`config.mk`:
```
export PLATFORM = sky130hd
export DESIGN_NAME = flash_loader
export DESIGN_NICKNAME = d
export VERILOG_FILES = /design/src/rtl/flash_loader.sv
export SDC_FILE = /design/constraint.sdc
export NUM_CORES = 1
export LEC_CHECK = 0
export BUFFER_PORTS_ARGS = -buffer_cell sky130_fd_sc_hd__buf_2
export CAP_MARGIN = 20
export CORE_UTILIZATION = 64
export CTS_CLUSTER_DIAMETER = 120
export DETAILED_ROUTE_END_ITERATION = 8
export GPL_ROUTABILITY_DRIVEN = 0
export PLACE_DENSITY_LB_ADDON = 0.25
export SETUP_SLACK_MARGIN = 0.15
export SYNTH_ARGS = -nofsm -noshare
export SYNTH_HDL_FRONTEND = slang
export SYNTH_SLANG_ARGS = --single-unit
```
`constraint.sdc`:
```
create_clock -name clk -period 4.6 [get_ports clk]
set_clock_uncertainty 0.2 [all_clocks]
set_input_delay 0.92 -clock clk [delete_from_list [all_inputs] [get_ports clk]]
set_output_delay 0.92 -clock clk [all_outputs]
set_load 0.005 [all_outputs]
```
`src/rtl/flash_loader.sv`:
```
// UART bootloader write side: frames bytes into 16-bit flash words.
// Optional trailing checksum byte when LOADER_CKSUM_EN is defined.
module flash_loader #(
    parameter int unsigned flash_width    = 10,
    parameter logic [7:0]  sync_byte      = 8'hA5,
    parameter int unsigned timeout_cycles = 1000000
) (
    input  logic                   clk,
    input  logic                   rst_n,
    input  logic                   rx_valid,
    input  logic [7:0]             rx_data,
    output logic                   mem_we,
    output logic [flash_width-1:0] mem_a,
    output logic [15:0]            mem_d,
    output logic                   cpu_hold,
    output logic                   busy,
    output logic                   done,
    output logic                   error
);

    localparam int unsigned CW = $clog2(timeout_cycles + 1);
    localparam logic [16:0] CAP = 17'(2 ** flash_width);
    localparam logic [CW-1:0] TLAST = CW'(timeout_cycles - 1);

    typedef enum logic [2:0] {
        S_IDLE,
        S_LEN_LO,
        S_LEN_HI,
        S_DATA_LO,
        S_DATA_HI,
        S_CKSUM,
        S_ERROR
    } state_t;

    state_t state, state_n;
    logic [15:0]            len, len_n;
    logic [7:0]             lo, lo_n;
    logic [flash_width:0]   idx, idx_n;
    logic [CW-1:0]          cnt, cnt_n;
    logic                   we_n, hold_n, done_n;
    logic [flash_width-1:0] a_n;
    logic [15:0]            d_n;
    logic [16:0]            nwords;
    logic                   in_frame;
`ifdef LOADER_CKSUM_EN
    logic [7:0]             sum, sum_n;
`endif

    assign nwords = 17'(idx) + 17'd1;
    assign in_frame = (state != S_IDLE) && (state != S_ERROR);

    // State, datapath and registered outputs
    always_ff @(posedge clk or negedge rst_n) begin
        if (!rst_n) begin
            state    <= S_IDLE;
            len      <= '0;
            lo       <= '0;
            idx      <= '0;
            cnt      <= '0;
            mem_we   <= 1'b0;
            mem_a    <= '0;
            mem_d    <= '0;
            cpu_hold <= 1'b0;
            busy     <= 1'b0;
            done     <= 1'b0;
            error    <= 1'b0;
`ifdef LOADER_CKSUM_EN
            sum      <= '0;
`endif
        end else begin
            state    <= state_n;
            len      <= len_n;
            lo       <= lo_n;
            idx      <= idx_n;
            cnt      <= cnt_n;
            mem_we   <= we_n;
            mem_a    <= a_n;
            mem_d    <= d_n;
            cpu_hold <= hold_n;
            busy     <= (state_n != S_IDLE) && (state_n != S_ERROR);
            done     <= done_n;
            error    <= (state_n == S_ERROR);
`ifdef LOADER_CKSUM_EN
            sum      <= sum_n;
`endif
        end
    end

    // Frame parsing, word packing and inter-byte timeout
    always_comb begin
        state_n = state;
        len_n   = len;
        lo_n    = lo;
        idx_n   = idx;
        cnt_n   = '0;
        we_n    = 1'b0;
        a_n     = mem_a;
        d_n     = mem_d;
        hold_n  = cpu_hold;
        done_n  = 1'b0;
`ifdef LOADER_CKSUM_EN
        sum_n   = sum;
`endif
        if (in_frame && !rx_valid) begin
            cnt_n = cnt + 1'b1;
        end
        if (rx_valid) begin
            case (state)
                S_IDLE, S_ERROR: begin
                    if (rx_data == sync_byte) begin
                        state_n = S_LEN_LO;
                        hold_n  = 1'b1;
                        idx_n   = '0;
`ifdef LOADER_CKSUM_EN
                        sum_n   = '0;
`endif
                    end
                end
                S_LEN_LO: begin
                    len_n   = {len[15:8], rx_data};
                    state_n = S_LEN_HI;
                end
                S_LEN_HI: begin
                    len_n = {rx_data, len[7:0]};
                    if ({1'b0, len_n} > CAP) begin
                        state_n = S_ERROR;
                    end else if (len_n == 16'd0) begin
`ifdef LOADER_CKSUM_EN
                        state_n = S_CKSUM;
`else
                        state_n = S_IDLE;
                        done_n  = 1'b1;
                        hold_n  = 1'b0;
`endif
                    end else begin
                        state_n = S_DATA_LO;
                    end
                end
                S_DATA_LO: begin
                    lo_n    = rx_data;
                    state_n = S_DATA_HI;
`ifdef LOADER_CKSUM_EN
                    sum_n   = sum + rx_data;
`endif
                end
                S_DATA_HI: begin
                    we_n  = 1'b1;
                    a_n   = idx[flash_width-1:0];
                    d_n   = {rx_data, lo};
                    idx_n = idx + 1'b1;
`ifdef LOADER_CKSUM_EN
                    sum_n = sum + rx_data;
`endif
                    if (nwords == {1'b0, len}) begin
`ifdef LOADER_CKSUM_EN
                        state_n = S_CKSUM;
`else
                        state_n = S_IDLE;
                        done_n  = 1'b1;
                        hold_n  = 1'b0;
`endif
                    end else begin
                        state_n = S_DATA_LO;
                    end
                end
`ifdef LOADER_CKSUM_EN
                S_CKSUM: begin
                    if (rx_data == sum) begin
                        state_n = S_IDLE;
                        done_n  = 1'b1;
                        hold_n  = 1'b0;
                    end else begin
                        state_n = S_ERROR;
                    end
                end
`endif
                default: ;
            endcase
        end else if (in_frame && cnt == TLAST) begin
            state_n = S_ERROR;
            cnt_n   = '0;
        end
    end

endmodule
```
; Word-level counts from Yosys, hierarchy flattened
; Index checks and enable logic that the tools add are counted.
[classes]
add_sub_neg = 3
magnitude_cmp = 1
eq_ne = 15
n_mux = 25
bitwise_logic = 2
n_reduce_logical = 18
[ops]
columns = cell, n
row1 = 20-bit two-way mux, 3
row2 = 16-bit case mux with 2 select lines, 1
row3 = 11-bit case mux with 2 select lines, 1
row4 = "20-bit by 1-bit adder with 20-bit output, second input constant", 1
row5 = "20-bit == test, second input constant", 1
row6 = 12-bit by 16-bit == test with 1-bit output, 1
row7 = "16-bit by 11-bit > comparator with 1-bit output, second input constant", 1
row8 = 16-bit logical NOT, 1
row9 = 3-bit case mux with 5 select lines, 1
row10 = "11-bit by 1-bit adder with 12-bit output, second input constant", 1
row11 = 3-bit two-way mux, 4
row12 = "11-bit by 1-bit adder with 11-bit output, second input constant", 1
row13 = 11-bit two-way mux, 1
row14 = 1-bit two-way mux, 10
row15 = "3-bit == test, second input constant", 3
row16 = 3-bit AND reduction, 3
row17 = 3-bit nonzero test, 3
row18 = "8-bit == test, second input constant", 1
row19 = "2-bit inequality test, second input constant", 4
row20 = "3-bit by 2-bit == test with 1-bit output, second input constant", 2
row21 = "3-bit inequality test, second input constant", 2
row22 = 6-bit AND reduction, 1
row23 = 1-bit logical AND, 4
row24 = 2-bit two-way mux, 2
row25 = other kinds (9), 11
[word_totals]
reg_bits = 89
input_bits = 11
out_inout_bits = 31

; Depth between registers and ports, before layout
[logic_depth]
depth_word = 7
mapped_depth = 9
mapped_depth_nobuf = 9

; Least setup slack after synthesis
; OpenSTA, ideal clock, no wires.
[synth_path]
path_type = input to register
from = input rx_data[6]
to = register busy
setup_time_ps = 118
arrival_time_ps = 2527
slack_ps = 1755
cell_stages = 8
n_path_buf = 0
cell_sequence = nor3_1 nor3b_1 nor3b_1 o211ai_1 o32ai_1 a21oi_1 or2_1 a21o_1
[synth_between]
elab_chain_len = 7
[synth_rtl]
columns = item, line_no
row1 = start: declaration, 11  ; input logic [7:0] rx_data,
row2 = "parallel branches: the longest is 3 deep, another holds 16-bit by 11-bit > comparator with 1-bit output", --
row3 = 3-bit case mux with 5 select lines (*), 108  ; case (state)
row4 = 3-bit two-way mux (*), 107  ; if (rx_valid) begin
row5 = net state_n[1], 35  ; state_t state, state_n;
row6 = 3-bit inequality test / 3-bit nonzero test (equally long branches), 80  ; busy <= (state_n != S_IDLE) && (state_n != S_ERROR);
row7 = 1-bit logical AND (*), 80
row8 = end signal: assignment, 80
row9 = end: declaration, 16  ; output logic busy,
; Mark *: on every way through the listed nets, which the timed path passes.
; A chain may end at the register's enable or synchronous reset.

; Final worst setup path
[layout_path]
from = register idx[0]
to = register busy
[layout_between]
elab_chain_len = 7
[layout_rtl]
columns = item, line_no
row1 = start: declaration, 38  ; logic [flash_width:0] idx, idx_n;
row2 = start signal: assignment, 74  ; idx <= idx_n;
row3 = 11-bit by 1-bit adder with 12-bit output (*), 49  ; assign nwords = 17'(idx) + 17'd1;
row4 = 12-bit by 16-bit == test with 1-bit output (*), 154  ; if (nwords == {1'b0, len}) begin
row5 = 2-bit two-way mux (*), 154
row6 = 3-bit case mux with 5 select lines (*), 108
row7 = 3-bit two-way mux (*), 107
row8 = net state_n[1], 35
row9 = 3-bit inequality test / 3-bit nonzero test (equally long branches), 80
row10 = 1-bit logical AND (*), 80
; Mark *: on every way through the listed nets, which the timed path passes. The rest lies on a longest branch.

==> flow_summary.yaml <==
status:
  status: "completed"
sta:
  min_period_over_period_pct: 67.0
  slew_headroom_pct: 54.6
  setup_tns_ns: 0
  max_freq_mhz: 324
  worst_slew_pin_slew_ns: 0.680
  setup_violations: 0
  rsz0062_at_grt: "no"
  final_hold_viol_count: 0
  period_minus_slack_ns: 3.08
  slew_violations: 0
global_route:
  grt_max_degree: 90
  track_usage_pct: 29.0
  grt_pass1_wl_um: 16000
  grt_pass1_vias: 3293
  overflow: 0
  antenna_found_initial: 0
layout:
  fill_cells: 471
  fin_nets: 503
  antenna_cells: 0
  drive_gt1_share_pct: 19.8
  area_growth_pct: 10.7
yosys:
  yosys-top-cells-count: "nand2_1 (107), dfrtp_1 (89), nor2_1 (38), o21ai_0 (24), mux2_2 (23)"
  synth_area_leaders: "dfrtp_1 (51%), nand2_1 (9.2%), mux2_2 (5.9%)"
  synth.most_common_cell: "nand2_1"
  synth_top_area_share_pct: 50.9
  seq_area_frac_synth_pct: 50.9
  syn_avg_cell_area_um2: 9.61
  synthCells: 455
  synthArstFlopShare_pct: 100
  synth_edf_count: 0
  syn_area_mm2: 0.00437
  synth_cell_types: 62
  synth_nets: 468
  synth-seq-cells: 89
  synth_flop_cell: "dfrtp_1"
  synth_top_area_cell: "dfrtp_1"
  yosysWarningCount: 0
pwr:
  ir_drop_mv: 0.370
  p_leak_nw: 2.29
  power_mw: 2.43
  power_density_mw_per_mm2: 502
cts:
  cts_setup_buffers: 0
  cts_tree: "built"
  clkTransAtPathRegs_ns: 0.10
  numCtsBuffers: 9
  htreeDepth: 3
  insertion_delay_ns: 0.36
  cts_resized: 0
  cts_sinks: 89
  cts_root_buffer: "clkbuf_8"
  holdBufCountCts: 0
  clock_path_buffers: 2
routing:
  drt_iter0_drc: 281
  vias: 3461
  drt-pass1-iter-count: 8
  post-route-drc-count: 0
  drt-total-wl_um: 9660
  viasPerCell: 6.05
  wl_per_cell_um: 16.9
  drtAntennaViolNets: 0
floorplanning:
  core_area_mm2: 0.00646
  std_cell_rows: 29
  die_x_um: 84.7
  die_y_um: 84.7
  initial_utilization_pct: 67.7
  io_pins: 42
  dieArea_mm2: 0.00717
run:
  maxCapViolations: 0
critical_path:
  critical_path_class: "flop to flop"
  start_kind: "flop"
  critPathMaxFanout: 10
  worst_ep_required_time_ns: 4.64
  arrival_ns: 3.13
  cp-end-kind: "flop"
place:
  io_buffers: 41
  dp_hpwl_um: 6470
min_path:
  hold_class: "flop to flop"
layer usage:
layer  up-vias  GRT usage, %  routed length (um)
met5         -             0                   0
met4         0          14.3                 271
met3        31          4.33                 558
met2       127          44.6                4530
met1      1668          40.8                4290
li1       1635             -                   -
path summary, 6_finish.rpt:
path,start,endpoint,slack [ns],cells past startpoint
min in group asynchronous,rst_n,mem_a[3]$_DFFE_PN0P_,0.32,1
worst min-delay path,lo[5]$_DFFE_PN0P_,mem_d[5]$_DFFE_PN0P_,0.27,2
worst max-delay path,idx[0]$_DFFE_PN0P_,busy$_DFF_PN0_,1.52,9
worst min register to register,lo[5]$_DFFE_PN0P_,mem_d[5]$_DFFE_PN0P_,0.27,2
worst max register to register,idx[0]$_DFFE_PN0P_,busy$_DFF_PN0_,1.52,9
max in group asynchronous,rst_n,len[11]$_DFFE_PN0P_,3.25,2
metrics by stage:
stage	hold WS, ns	setup WS [ns]	utilization [%]	instances	area, um2
after floorplan	0.233	1.75	-	455	4370
after global placement	0.248	1.43	71.3	554	4600
after detailed placement	0.257	1.32	71.3	554	4600
after CTS	0.274	1.53	74.4	570	4810
after global routing	0.291	1.33	75.0	572	4840
final	0.268	1.52	75.0	572	4840
power by group:
| part | total (mW) | switching [mW] | internal, mW | leakage (nW) |
|---|---|---|---|---|
| Sequential | 1.21 | 0.221 | 0.988 | 1.16 |
| Clock | 0.546 | 0.289 | 0.257 | 0.104 |
| Combinational | 0.674 | 0.360 | 0.314 | 1.02 |
| Total | 2.43 | 0.870 | 1.56 | 2.29 |
cells by family (layout without fill, tap and decap cells):
group           count (synthesis)  count (layout)  synth area share, %
fa+ha+maj                       2               2                0.572
compound gates                 62              62                 9.33
flops                          89              89                 50.9
xor+xnor                       30              30                 6.01
simple gates                  217             217                 24.0
mux                            24              24                 6.15
buf+inv                        31              71                 3.00
critical path, cell delays in order, from the launching register on:
cell and delay, ns:
dfrtp_1 0.58, ha_1 0.36, nand3_2 0.21, nor3_1 0.51, xnor2_1 0.19, o21ai_0 0.11, nor4_1 0.23, a21oi_1 0.13
or2_1 0.24, a21o_1 0.18
sequential cells by signal (all words and copies together) (netlist names), 3 cells and up:
name and cells:
idx 11, cnt 20, mem_d 16, mem_a 10, lo 8, state 3, len 16
area by class of cell:
cell class                 instances  area [um2]  area share [%]
inverter                           9        33.8           0.698
clock inverter                     7        78.8            1.63
tap                               77        96.3            1.99
timing repair buffer              46         265            5.48
sequential                        89        2230            46.0
multi-input combinational        335        2020            41.6
clock buffer                       9         124            2.56
layout by cell type, fill, tap and decap left out, types with 3 or more instances in the layout:
cell,synthesis,final
buf_4,2,5
nor4_1,6,6
o21ai_0,24,24
nand3_1,11,11
clkbuf_8,0,9
nor3b_1,6,6
and3_1,7,7
clkinv_4,0,3
xor2_1,19,19
nand2_1,107,107
nor3_1,7,7
a31oi_1,4,4
a21oi_1,8,8
dfrtp_1,89,89
xnor2_1,11,11
or3_1,5,5
nor2_1,38,38
o31ai_1,4,4
inv_1,8,8
buf_2,6,40
nand4_1,3,3
nor2b_1,5,5
mux2_2,23,23
(Power assumes the default switching activity.)
